**src/rtl/breakout_game_ctrl.sv**
```systemverilog
// Breakout game sequencer: tracks lives and score and steps through
// idle/serve/play/miss/over/win phases on the 75 Hz frame tick.
module breakout_game_ctrl #(
  parameter int LIVES        = 3,
  parameter int SERVE_FRAMES = 75,
  parameter int MISS_FRAMES  = 38,
  parameter int END_FRAMES   = 225
) (
  input  logic        clk,
  input  logic        reset,
  input  logic        i_tick75hz,
  input  logic        i_btn_start,
  input  logic        i_ball_miss,
  input  logic        i_brick_hit,
  input  logic [7:0]  i_bricks_left,
  output logic        o_paddle_en,
  output logic        o_ball_reset,
  output logic        o_ball_launch,
  output logic [1:0]  o_lives,
  output logic [15:0] o_score,
  output logic [2:0]  o_state,
  output logic        o_game_over,
  output logic        o_win
);

  localparam logic [2:0] ST_IDLE  = 3'd0;
  localparam logic [2:0] ST_SERVE = 3'd1;
  localparam logic [2:0] ST_PLAY  = 3'd2;
  localparam logic [2:0] ST_MISS  = 3'd3;
  localparam logic [2:0] ST_OVER  = 3'd4;
  localparam logic [2:0] ST_WIN   = 3'd5;

  localparam logic [1:0] LIVES_INIT = 2'(LIVES);
  localparam logic [7:0] SERVE_T    = 8'(SERVE_FRAMES);
  localparam logic [7:0] MISS_T     = 8'(MISS_FRAMES);
  localparam logic [7:0] END_T      = 8'(END_FRAMES);

  logic [2:0]  r_state;
  logic [1:0]  r_lives;
  logic [15:0] r_score;
  logic [7:0]  r_timer;
  logic        r_start_q;
  logic        r_launch;

  logic w_start_rise;
  logic w_last_tick;

  assign w_start_rise = i_btn_start & ~r_start_q;
  assign w_last_tick  = i_tick75hz && (r_timer == 8'd1);

  // start_q resets high so a button held through reset cannot start a game
  always_ff @(posedge clk or posedge reset) begin
    if (reset) begin
      r_state   <= ST_IDLE;
      r_lives   <= 2'd0;
      r_score   <= 16'd0;
      r_timer   <= 8'd0;
      r_start_q <= 1'b1;
      r_launch  <= 1'b0;
    end else begin
      r_start_q <= i_btn_start;
      r_launch  <= 1'b0;
      if (r_state == ST_PLAY && i_brick_hit && r_score != 16'hFFFF)
        r_score <= r_score + 16'd1;
      case (r_state)
        ST_IDLE: begin
          if (w_start_rise) begin
            r_state <= ST_SERVE;
            r_lives <= LIVES_INIT;
            r_score <= 16'd0;
            r_timer <= SERVE_T;
          end
        end
        ST_SERVE: begin
          if (i_tick75hz) begin
            r_timer <= r_timer - 8'd1;
            if (w_last_tick) begin
              r_state  <= ST_PLAY;
              r_launch <= 1'b1;
            end
          end
        end
        ST_PLAY: begin
          // board clear outranks a simultaneous miss
          if (i_bricks_left == 8'd0) begin
            r_state <= ST_WIN;
            r_timer <= END_T;
          end else if (i_ball_miss) begin
            r_state <= ST_MISS;
            r_lives <= r_lives - 2'd1;
            r_timer <= MISS_T;
          end
        end
        ST_MISS: begin
          if (i_tick75hz) begin
            if (w_last_tick) begin
              if (r_lives == 2'd0) begin
                r_state <= ST_OVER;
                r_timer <= END_T;
              end else begin
                r_state <= ST_SERVE;
                r_timer <= SERVE_T;
              end
            end else begin
              r_timer <= r_timer - 8'd1;
            end
          end
        end
        ST_OVER, ST_WIN: begin
          if (i_tick75hz) begin
            r_timer <= r_timer - 8'd1;
            if (w_last_tick) r_state <= ST_IDLE;
          end
        end
        default: r_state <= ST_IDLE;
      endcase
    end
  end

  assign o_paddle_en   = (r_state == ST_SERVE) || (r_state == ST_PLAY);
  assign o_ball_reset  = (r_state == ST_IDLE) || (r_state == ST_SERVE) ||
                         (r_state == ST_MISS) || (r_state == ST_OVER) ||
                         (r_state == ST_WIN);
  assign o_game_over   = (r_state == ST_OVER);
  assign o_win         = (r_state == ST_WIN);
  assign o_ball_launch = r_launch;
  assign o_lives       = r_lives;
  assign o_score       = r_score;
  assign o_state       = r_state;

endmodule

```
**config.mk**
```make
export PLATFORM = sky130hd
export DESIGN_NAME = breakout_game_ctrl
export DESIGN_NICKNAME = d
export VERILOG_FILES = /design/src/rtl/breakout_game_ctrl.sv
export SDC_FILE = /design/constraint.sdc
export NUM_CORES = 1
export LEC_CHECK = 0
export ABC_AREA = 1
export CORE_AREA = 2 2 68 70
export DETAILED_ROUTE_END_ITERATION = 10
export DIE_AREA = 0 0 70 72
export PLACE_DENSITY_LB_ADDON = 0.3
export SYNTH_ARGS = -nofsm -noshare
export SYNTH_HDL_FRONTEND = slang
export SYNTH_SLANG_ARGS = --single-unit
```
**constraint.sdc**
```tcl
create_clock -name clk -period 1.8 [get_ports clk]
set_input_delay 0.36 -clock clk [delete_from_list [all_inputs] [get_ports clk]]
set_output_delay 0.36 -clock clk [all_outputs]
set_load 0.05 [all_outputs]
```
==> reports/qor.csv <==
metric;value;unit
P&R area growth vs syn;29.73;%
Vias;2241;
worst skew pair latency;0.29;ns
gr ovfl total;0;
Final Total Pwr;4.142;mW
core area;4264;um^2
ANT cells;0;
H-tree levels;2;
register cell area after layout;782.0;um^2
total CTS buffers;5;
Worst path max stage delay;0.48;ns
critical path, cell by cell;buf_4 > nor3_2 > buf_12;
Initial DRT Pass Iterations;4;
vias in the first global route;2119;
Starting DRT DRC Count;138;
WS Path Type;flop to primary output;
ys async rst share;1.000;
FMAX;0.5734;GHz
first-pass GRT wire length;9170;um
clk sinks;31;
Fin Hold WS;0.4120;ns
Synth area leader;dfrtp_1;
yosys warns;0;
synthesized area per cell;6.681;um^2
Port Buf Inserts;39;
die area;5040;um^2
Clock Pin Slew Worst Setup and Hold Paths;0.07;ns
Register-to-Register Setup Slack;0.11;ns
Leak Pwr;1.470;nW
CTS tree;yes;
CTS Buffer Depth;2;
RD Place Congestion;0.9136;
slowest CP cell;dfrtp_2;
Clock Skew;0.006243;ns
Ports;40;
Final Net Count;400;
Int Power;2.064;mW
Buf/Inv on CP;2;
Sw Pwr;2.078;mW
Worst Max-Slew Pin Slew;0.3172;ns
Die X;70;um
Max rail drop VDD;1059;uV
Post-Syn Area;2185;um^2
root buffer selected by CTS;clkbuf_8;
most common flop cell mapped by yosys;dfrtp_1;
endpoint class of the critical path;primary output;
Initial Util;0.5123;
Core Rows;24;
post-synth top area share;0.3436;
Critical Path RT;1.44;ns
Yosys reg bits;31;
Net Sw Frac;0.5017;
Die Ht;72;um
Cells after Synth;327;
Register-to-Register Path Depth;9;
number of distinct library cells after synthesis;32;
pin count of the biggest net entering global routing;32;
post-synthesis sequential area ratio;0.3557;
Final Hold Fails;0;
fill count;374;
Post-synth EDFFs;0;
family with the most delay on the worst path;flip-flops;
worst hold path type;input pin to asynchronous set/reset pin;
vias per cell;5.152;
part of the power in combinational logic;0.583;
multi-input logic area;1224;um^2
final worst path period share;0.9688;
share of cells above drive strength 1;0.2010;
Final ANT Viol Nets;0;
CP arrival;1.38;ns
wire length per cell;11.88;um
reg2reg end;o_score[0];
sequential share of power;0.267;
Slew HR;0.7863;
GRT Resource Usage Total;0.2259;
initial antenna violation count;0;
# setup viols final;0;
largest fanout on the critical path;7;
Syn Nets;345;
max-slew violations;0;
DPL Wire Length;3862;um
Clk network pwr share;0.150;
minimum clock period;1.744;ns
final WL;5168;um
hold_buf cts;0;
max_cap viols;0;
status;finished, final reports clean;
power per cell area;1462;nW/um^2
Startpoint Class;flop;
Crit Reg-Reg Startpoint;o_score[0];
RSZ-0062 raised after global routing;no;
synth top area cells;dfrtp_1 (34%), nand2_1 (19%), nor2_1 (7.7%), inv_1 (7.6%), nand3_1 (6.0%);
Residual DRC;0;
[placed cells by master, fill, tap and decap left out, types with 3 or more instances in the layout]
cell type and n:
dfrtp_1 26, a21oi_2 6, clkdlybuf4s50_1 13, nand2_2 4, nor2_1 45, inv_1 44
a21oi_1 3, nand3_1 26, ha_1 3, clkbuf_8 7, dfrtp_2 4, xor2_1 3
nand2_1 110, nand4_1 6, buf_4 31, o21ai_0 11, inv_2 4, o21ai_1 5
buf_12 6
[cells by family (layout without fill, tap and decap cells)]
group	count (synthesis)	after routing	share of synthesized area
xor gates and xnor gates	4	4	0.01604
buffers and inverters	50	106	0.09163
and+or+nand+nor	204	204	0.4124
AOI/OAI and AO/OA	34	34	0.1014
DFF	31	31	0.3557
adders and majority gates	4	4	0.02291
[tightest hold or removal path, stage by stage]
cell             delay (ns)
clkdlybuf4s50_1        0.40
inv_1                  0.09
buf_12                 0.21
[synthesized netlist by cell type, drive strengths merged, types with 2 or more instances]
master  number
a21oi        9
dfrtp       30
ha           4
inv         48
nand2      115
nand3       27
nand3b       2
nand4        6
nor2        51
nor3         3
o21ai       18
o21bai       2
xor2         3
[power by group through the flow]
stage	clock, mW	sequential (mW)	combinational [mW]
after floorplan	0	1.37	1.42
after global placement	0	1.11	2.34
after detailed placement	0	1.11	2.38
after CTS	0.637	1.10	2.39
after global routing	0.661	1.14	2.68
final	0.622	1.11	2.41
[sequential cells by signal (all words and copies together) (netlist names)]
name	count
o_score	16
r_timer	8
o_state	3
o_lives	2
o_ball_launch	1
r_start_q	1
[routing by layer]
layer | up-vias | global-route usage | part of all wire
met3 | 10 | 0.04306 | 0.053
met5 | - | 0 | 0
met2 | 61 | 0.4000 | 0.50
met4 | 0 | 0.1004 | 0.021
met1 | 1037 | 0.2686 | 0.43
li1 | 1133 | - | -
[repair_timing]
item,in CTS,in global routing
pin swaps,0,1
setup endpoints to repair,1,8
resized for setup,1,2
buffers inserted,0,4
[metrics by stage]
| step | worst slack, ns | TNS, ns | utilization | instances | cell area (um^2) |
|---|---|---|---|---|---|
| detailed placement | -0.01417 | -0.01584 | 0.6329 | 423 | 2699 |
| global placement | 0.02580 | 0 | 0.6329 | 423 | 2699 |
| floorplan | -0.1455 | -0.2666 | - | 327 | 2201 |
| global route | 0.002346 | 0 | 0.6646 | 435 | 2834 |
| finish | 0.05614 | 0 | 0.6646 | 435 | 2834 |
| CTS | 0.02295 | 0 | 0.6567 | 431 | 2800 |
[how the worst max path moves through the flow]
stage,slack (ns),from,depth (start not counted),end
global route,0.002,o_score[0],9,o_score[0]
CTS,0.02,o_state[0],5,o_paddle_en
detailed placement,-0.01,i_brick_hit,8,o_score[4]
global placement,0.03,i_tick75hz,10,r_timer[2]
finish,0.06,o_state[1],3,o_game_over
floorplan,-0.15,o_state[2],2,o_win
[final cells by class]
cell class	count	area share
Multi-Input combinational cell	246	0.4318
Sequential cell	31	0.2759
Timing Repair Buffer	50	0.1704
Clock buffer	8	0.03532
Tap cell	52	0.02296
Inverter	48	0.06358
No activity file was read; power rests on OpenSTA's default activity.
